<file path="src/rtl/signal_mixer_if.sv">
// Voice-mixer bus between the wave shapers / PWM stage and signal_mixer.
// master drives voices and control, slave returns the mixed sample.
interface signal_mixer_if #(
    parameter int NUM_VOICES = 4
);
    logic                    sample_req;
    logic [8*NUM_VOICES-1:0] voice_in;
    logic [NUM_VOICES-1:0]   voice_en;
    logic [1:0]              atten;
    logic                    clr_ovr;
    logic [7:0]              final_out;
    logic                    start;
    logic                    busy;
    logic                    overrun;

    modport master (
        output sample_req, voice_in, voice_en, atten, clr_ovr,
        input  final_out, start, busy, overrun
    );

    modport slave (
        input  sample_req, voice_in, voice_en, atten, clr_ovr,
        output final_out, start, busy, overrun
    );
endinterface

</file>
<file path="src/rtl/signal_mixer.sv">
// Sequential voice mixer: snapshot, accumulate one voice per cycle,
// attenuate, saturate, then strobe the result to the PWM stage.
module signal_mixer #(
    parameter int NUM_VOICES = 4,
    parameter int ACC_W      = 11
) (
    input logic           clk,
    input logic           rst,
    signal_mixer_if.slave bus
);
    localparam int IDX_W = (NUM_VOICES > 1) ? $clog2(NUM_VOICES) : 1;
    localparam logic [IDX_W-1:0] LAST = IDX_W'(NUM_VOICES - 1);
    localparam logic signed [ACC_W-1:0] SAT_HI = ACC_W'(127);
    localparam logic signed [ACC_W-1:0] SAT_LO = ACC_W'(-128);

    typedef enum logic [1:0] {
        IDLE  = 2'd0,
        ACCUM = 2'd1,
        SCALE = 2'd2,
        OUT   = 2'd3
    } state_t;

    state_t state_q, state_d;

    logic [8*NUM_VOICES-1:0] snap_voice_q, snap_voice_d;
    logic [NUM_VOICES-1:0]   snap_en_q, snap_en_d;
    logic [1:0]              snap_atten_q, snap_atten_d;
    logic [IDX_W-1:0]        idx_q, idx_d;
    logic signed [ACC_W-1:0] acc_q, acc_d;
    logic [7:0]              final_q, final_d;
    logic                    overrun_q, overrun_d;

    logic [7:0]              cur_sample;
    logic signed [7:0]       cur_signed;
    logic signed [ACC_W-1:0] shifted;
    logic signed [ACC_W-1:0] sat;
    logic                    busy;

    always_ff @(posedge clk or posedge rst) begin
        if (rst) state_q <= IDLE;
        else     state_q <= state_d;
    end

    always_comb begin
        state_d = state_q;
        unique case (state_q)
            IDLE:    if (bus.sample_req) state_d = ACCUM;
            ACCUM:   if (idx_q == LAST) state_d = SCALE;
            SCALE:   state_d = OUT;
            OUT:     state_d = IDLE;
            default: state_d = IDLE;
        endcase
    end

    always_comb begin
        busy      = (state_q != IDLE);
        bus.busy  = busy;
        bus.start = (state_q == OUT);
    end

    // Offset-binary to two's complement is just an MSB flip.
    always_comb begin
        cur_sample = snap_voice_q[idx_q*8 +: 8];
        cur_signed = $signed({~cur_sample[7], cur_sample[6:0]});
        shifted    = acc_q >>> snap_atten_q;
        if (shifted > SAT_HI)      sat = SAT_HI;
        else if (shifted < SAT_LO) sat = SAT_LO;
        else                       sat = shifted;
    end

    always_comb begin
        snap_voice_d = snap_voice_q;
        snap_en_d    = snap_en_q;
        snap_atten_d = snap_atten_q;
        idx_d        = idx_q;
        acc_d        = acc_q;
        final_d      = final_q;
        unique case (state_q)
            IDLE: begin
                if (bus.sample_req) begin
                    snap_voice_d = bus.voice_in;
                    snap_en_d    = bus.voice_en;
                    snap_atten_d = bus.atten;
                    idx_d        = '0;
                    acc_d        = '0;
                end
            end
            ACCUM: begin
                if (snap_en_q[idx_q]) acc_d = acc_q + ACC_W'(cur_signed);
                idx_d = idx_q + 1'b1;
            end
            SCALE:   final_d = {~sat[7], sat[6:0]};
            default: ;
        endcase
    end

    // A new overrun outranks a coincident clear.
    always_comb begin
        overrun_d = overrun_q;
        if (bus.sample_req && busy) overrun_d = 1'b1;
        else if (bus.clr_ovr)       overrun_d = 1'b0;
    end

    always_ff @(posedge clk or posedge rst) begin
        if (rst) begin
            snap_voice_q <= '0;
            snap_en_q    <= '0;
            snap_atten_q <= '0;
            idx_q        <= '0;
            acc_q        <= '0;
            final_q      <= 8'd128;
            overrun_q    <= 1'b0;
        end else begin
            snap_voice_q <= snap_voice_d;
            snap_en_q    <= snap_en_d;
            snap_atten_q <= snap_atten_d;
            idx_q        <= idx_d;
            acc_q        <= acc_d;
            final_q      <= final_d;
            overrun_q    <= overrun_d;
        end
    end

    assign bus.final_out = final_q;
    assign bus.overrun   = overrun_q;
endmodule

</file>
<file path="src/flat_wrapper.sv">
// flat-port wrapper written by rule: the top's interface ports become plain ports
module signal_mixer_flat 
#(
    parameter int NUM_VOICES = 4,
    parameter int ACC_W      = 11
)
  (clk, rst, bus_sample_req, bus_voice_in, bus_voice_en, bus_atten, bus_clr_ovr, bus_final_out, bus_start, bus_busy, bus_overrun);
  signal_mixer_if #(.NUM_VOICES(NUM_VOICES)) bus_i ();
  input logic clk;
  input logic rst;
  input wire logic [$bits(bus_i.sample_req)-1:0] bus_sample_req;
  input wire logic [$bits(bus_i.voice_in)-1:0] bus_voice_in;
  input wire logic [$bits(bus_i.voice_en)-1:0] bus_voice_en;
  input wire logic [$bits(bus_i.atten)-1:0] bus_atten;
  input wire logic [$bits(bus_i.clr_ovr)-1:0] bus_clr_ovr;
  output wire logic [$bits(bus_i.final_out)-1:0] bus_final_out;
  output wire logic [$bits(bus_i.start)-1:0] bus_start;
  output wire logic [$bits(bus_i.busy)-1:0] bus_busy;
  output wire logic [$bits(bus_i.overrun)-1:0] bus_overrun;
  assign bus_i.sample_req = bus_sample_req;
  assign bus_i.voice_in = bus_voice_in;
  assign bus_i.voice_en = bus_voice_en;
  assign bus_i.atten = bus_atten;
  assign bus_i.clr_ovr = bus_clr_ovr;
  assign bus_final_out = bus_i.final_out;
  assign bus_start = bus_i.start;
  assign bus_busy = bus_i.busy;
  assign bus_overrun = bus_i.overrun;
  signal_mixer #(.NUM_VOICES(NUM_VOICES), .ACC_W(ACC_W)) u_core (.clk(clk), .rst(rst), .bus(bus_i));
endmodule
</file>
<file path="config.mk">
export PLATFORM = sky130hd
export DESIGN_NAME = signal_mixer_flat
export DESIGN_NICKNAME = d
export VERILOG_FILES = /design/src/rtl/signal_mixer_if.sv /design/src/rtl/signal_mixer.sv /design/src/flat_wrapper.sv
export SDC_FILE = /design/constraint.sdc
export NUM_CORES = 1
export LEC_CHECK = 0
export BUFFER_PORTS_ARGS = -buffer_cell sky130_fd_sc_hd__buf_2
export CAP_MARGIN = 10
export CORE_MARGIN = 2
export CORE_UTILIZATION = 55
export CTS_CLUSTER_DIAMETER = 80
export CTS_CLUSTER_SIZE = 30
export DETAILED_ROUTE_END_ITERATION = 16
export PLACE_DENSITY = 0.78
export SYNTH_ARGS = -nofsm -noshare
export SYNTH_HDL_FRONTEND = slang
export SYNTH_SLANG_ARGS = --single-unit
</file>
<file path="constraint.sdc">
create_clock -name clk -period 7.8 [get_ports clk]
set_input_delay 0 -clock clk [delete_from_list [all_inputs] [get_ports clk]]
set_output_delay 0 -clock clk [all_outputs]
set_load 0.005 [all_outputs]
</file>
==> results.rst <==
.. list-table::
   :header-rows: 1

   * - Metric
     - Value
   * - Initial antenna violation count
     - 0
   * - Clock slew seen by the registers of the worst setup and hold paths
     - 70 ps
   * - Yosys warnings
     - 0
   * - Endpoint kind of the worst setup timing path
     - flop
   * - Number of design rule violations left after detail routing
     - 0
   * - CTS root buf
     - clkbuf_8
   * - Cell internal power dissipation
     - 1.08 mW
   * - FMAX
     - 0.311 GHz
   * - Y dimension of the die
     - 80.7 µm
   * - Number of flops mapped to enable cells by yosys
     - 0
   * - Worst-skew pair later-pin latency
     - 330 ps
   * - Area added between synthesis and finish
     - 28.4%
   * - TritonCTS Buffers
     - 9
   * - Share of the synthesized area in the top cell type
     - 0.472
   * - Critical path data arrival time
     - 3420 ps
   * - Switching portion of total power
     - 0.362
   * - Post-route minimum period
     - 3220 ps
   * - Maximum Capacitance Violations
     - 0
   * - Most numerous cell in the Yosys netlist
     - dfrtp_1
   * - Net switching power
     - between 600 and 700 µW
   * - Result of the run
     - completed
   * - Final Wtd Congestion
     - approximately 0.81
   * - Clock tree from TritonCTS
     - yes
   * - RSZ-0062 raised after global routing
     - no
   * - Number of global-route vias before repair
     - 2345
   * - Number of instances in the synthesized netlist
     - ~250
   * - Max Buffers Root-to-Sink
     - 2
   * - Number of input and output port buffers inserted
     - 52
   * - Global Route Usage Sum
     - 0.225
   * - Clock power share
     - 0.178
   * - Setup repair bufs after CTS
     - 0
   * - Pwr Total
     - 1.69 mW
   * - Combinational Power Share
     - 0.461
   * - Largest net degree at the start of global routing
     - 63
   * - Fill cell count
     - between 300 and 400
   * - Post-Syn Nets
     - a little over 300
   * - Syn avg cell area
     - 13.1 µm²
   * - Share of cells above drive strength 1
     - 0.272
   * - Total negative slack
     - 0 ps
   * - Total grt overflow
     - 0
   * - Horizontal die dimension
     - 80.7 µm
   * - Ys async rst share
     - 1.00
   * - Slowest-stage cell, CP
     - dfrtp_1
   * - Final clock skew
     - 6.74 ps
   * - Number of register bits inferred by synthesis
     - 62
   * - First-pass GRT wire length
     - approximately 11000 µm
   * - Core Footprint
     - 5570 µm²
   * - Mapped Area
     - 3230 µm²
   * - Delay of the slowest cell on the worst path
     - 760 ps
   * - Part of the power in registers
     - 0.361
   * - Transition at the pin with the smallest max-transition slack
     - 759 ps
   * - Detail Route Antenna Nets
     - 0
   * - Ratio of final minimum period to clock period
     - 0.413
   * - Worst ir drop on vdd
     - 0.210 mV
   * - Number of design-rule violations left by the first detailed-router iteration
     - about 150
   * - Clock sink count
     - 62
   * - Leakage power of the design
     - about 1.9 nW
   * - Count of final setup violators
     - 0
   * - Max-slew violation count
     - 0
   * - Critical path required time
     - roughly 8000 ps
   * - Final routed wire length divided by cell count
     - 15.3 µm
   * - Dominant cells by area after synthesis
     - dfrtp_1, mux2_1, mux4_2
   * - # rows
     - 27
   * - Number of unique standard cell types used by synthesis
     - 36
   * - Post-synth top area cell
     - dfrtp_1
   * - Starting Density
     - 0.580
   * - Critical-path cell list
     - mux4_2 > ha_1 > fa_1 > a21o_1 > a221oi_2 > o31ai_1 > xnor2_1 > a21oi_1 > o22ai_1
   * - Endpoints failing hold
     - 0
   * - Part of the Yosys area used for sequential elements
     - 0.480
   * - Worst Hold Class
     - in2reg
   * - Die Area
     - 6510 µm²
   * - H-Tree Level Count
     - 3
   * - Most used DFF post-synth
     - dfrtp_1
   * - Post-layout nets
     - 399
   * - Vias
     - 2240
   * - Cell Pwr Density
     - 407 nW/µm²
   * - Via-to-Cell Ratio
     - 5.37
   * - Leading post-synthesis cells by instance count
     - dfrtp_1, mux2_1, a21oi_1, ha_1, mux4_2
   * - Detailed-placement wirelength estimate
     - 4000 µm
   * - Total I/O pin count
     - between 50 and 60
   * - Length of the first detailed-routing pass in iterations
     - 6
   * - Antenna Diode Count
     - 0
   * - Worst-path maximum fanout
     - 13
   * - Crit path launch type
     - flop
   * - Category of the most critical setup path
     - reg2reg
   * - Slew headroom
     - 0.494
   * - Total wire length
     - 6400 µm
[worst max-delay path, delay by kind of cell (launching register included)]
family,cells,cell delay [ps]
xor+xnor,1,150
flops,1,760
fa+ha+maj,2,650
compound gates,5,950
mux,1,590
[cell type report]
cell class                      instances  area [µm²]  share of cell area
Clock buffer                            9         124              0.0298
Clock inverter                          6        87.6              0.0211
Inverter                                9        33.8             0.00814
Multi-Input combinational cell        164        1580               0.380
Sequential cell                        62        1550               0.374
Tap cell                               72        90.1              0.0217
Timing Repair Buffer                   95         686               0.165
[repair_timing]
item / in CTS / in global routing
hold endpoints to repair: 100 / 0
gates resized for setup: 0 / 0
hold buffers: 41 / 0
[worst paths after layout]
| check | start | endpoint | slack [ps] | cells after the start |
|---|---|---|---|---|
| worst max-delay path | u_core.idx_q[0] | u_core.acc_q[10] | 4580 | 9 |
| worst max register to register | u_core.idx_q[0] | u_core.acc_q[10] | 4580 | 9 |
| worst min register to register | u_core.snap_voice_q[7] | u_core.snap_voice_q[7] | 490 | 1 |
| min in group asynchronous | rst | u_core.bus.overrun | 440 | 4 |
| worst min-delay path | bus_sample_req | u_core.idx_q[1] | 100 | 4 |
| max in group asynchronous | rst | u_core.snap_voice_q[30] | 6870 | 4 |
[cells in the final DEF (no fill, tap or decap), types with 6 or more instances in the layout]
cell / Yosys / routed
dlygate4sd3_1: 0 / 41
mux4_2: 14 / 14
a21oi_1: 23 / 23
nand2_1: 12 / 12
a22o_1: 10 / 10
buf_2: 7 / 52
mux2_1: 35 / 35
ha_1: 15 / 15
nor2_1: 10 / 10
inv_1: 9 / 8
clkbuf_8: 0 / 9
xnor2_1: 6 / 6
dfrtp_1: 61 / 61
[per-stage QoR]
| stage | instance area, µm² | hold slack [ps] | cells | utilization | setup slack [ps] |
|---|---|---|---|---|---|
| 2_1_floorplan | 3230 | 99.9 | 247 | - | 5030 |
| 3_3_place_gp | 3530 | 188 | 361 | 0.633 | 4640 |
| 3_5_place_dp | 3530 | 195 | 361 | 0.633 | 4570 |
| 4_1_cts | 4150 | 91.5 | 417 | 0.745 | 4530 |
| 5_1_grt | 4150 | 128 | 417 | 0.745 | 4360 |
| 6_report | 4150 | 102 | 417 | 0.745 | 4580 |
[flip-flops by register name (all words and copies together) (netlist names)]
name / count
u_core.snap_voice_q: 32
u_core.state_q: 2
u_core.snap_atten_q: 2
u_core.snap_en_q: 4
u_core.bus.final_out: 8
u_core.bus.overrun: 1
u_core.idx_q: 2
u_core.acc_q: 11
[power by group through the flow]
| stage | Clock, mW | Sequential, mW | Combinational (mW) |
|---|---|---|---|
| 2_1_floorplan | 0 | 0.549 | 0.673 |
| 6_report | 0.300 | 0.609 | 0.779 |
| 3_3_place_gp | 0 | 0.604 | 0.732 |
| 3_5_place_dp | 0 | 0.613 | 0.756 |
| 4_1_cts | 0.307 | 0.609 | 0.780 |
| 5_1_grt | 0.323 | 0.631 | 0.876 |
[cells by family after synthesis]
group | Yosys count | share of synthesized area
XOR/XNOR | 9 | 0.0244
AND/OR/NAND/NOR | 26 | 0.0337
adder cells (fa/ha/maj) | 16 | 0.0643
buffers and inverters | 21 | 0.0317
multiplexers | 56 | 0.248
AO/OA/AOI/OAI | 57 | 0.117
flip-flops | 62 | 0.480
[metal layers]
| metal | global-route usage | wire [µm] |
|---|---|---|
| met5 | 0 | 0 |
| met2 | 0.390 | 3240 |
| met4 | 0.0712 | 67 |
| met1 | 0.285 | 2880 |
| met3 | 0.0416 | 213 |
(Power assumes the default switching activity.)
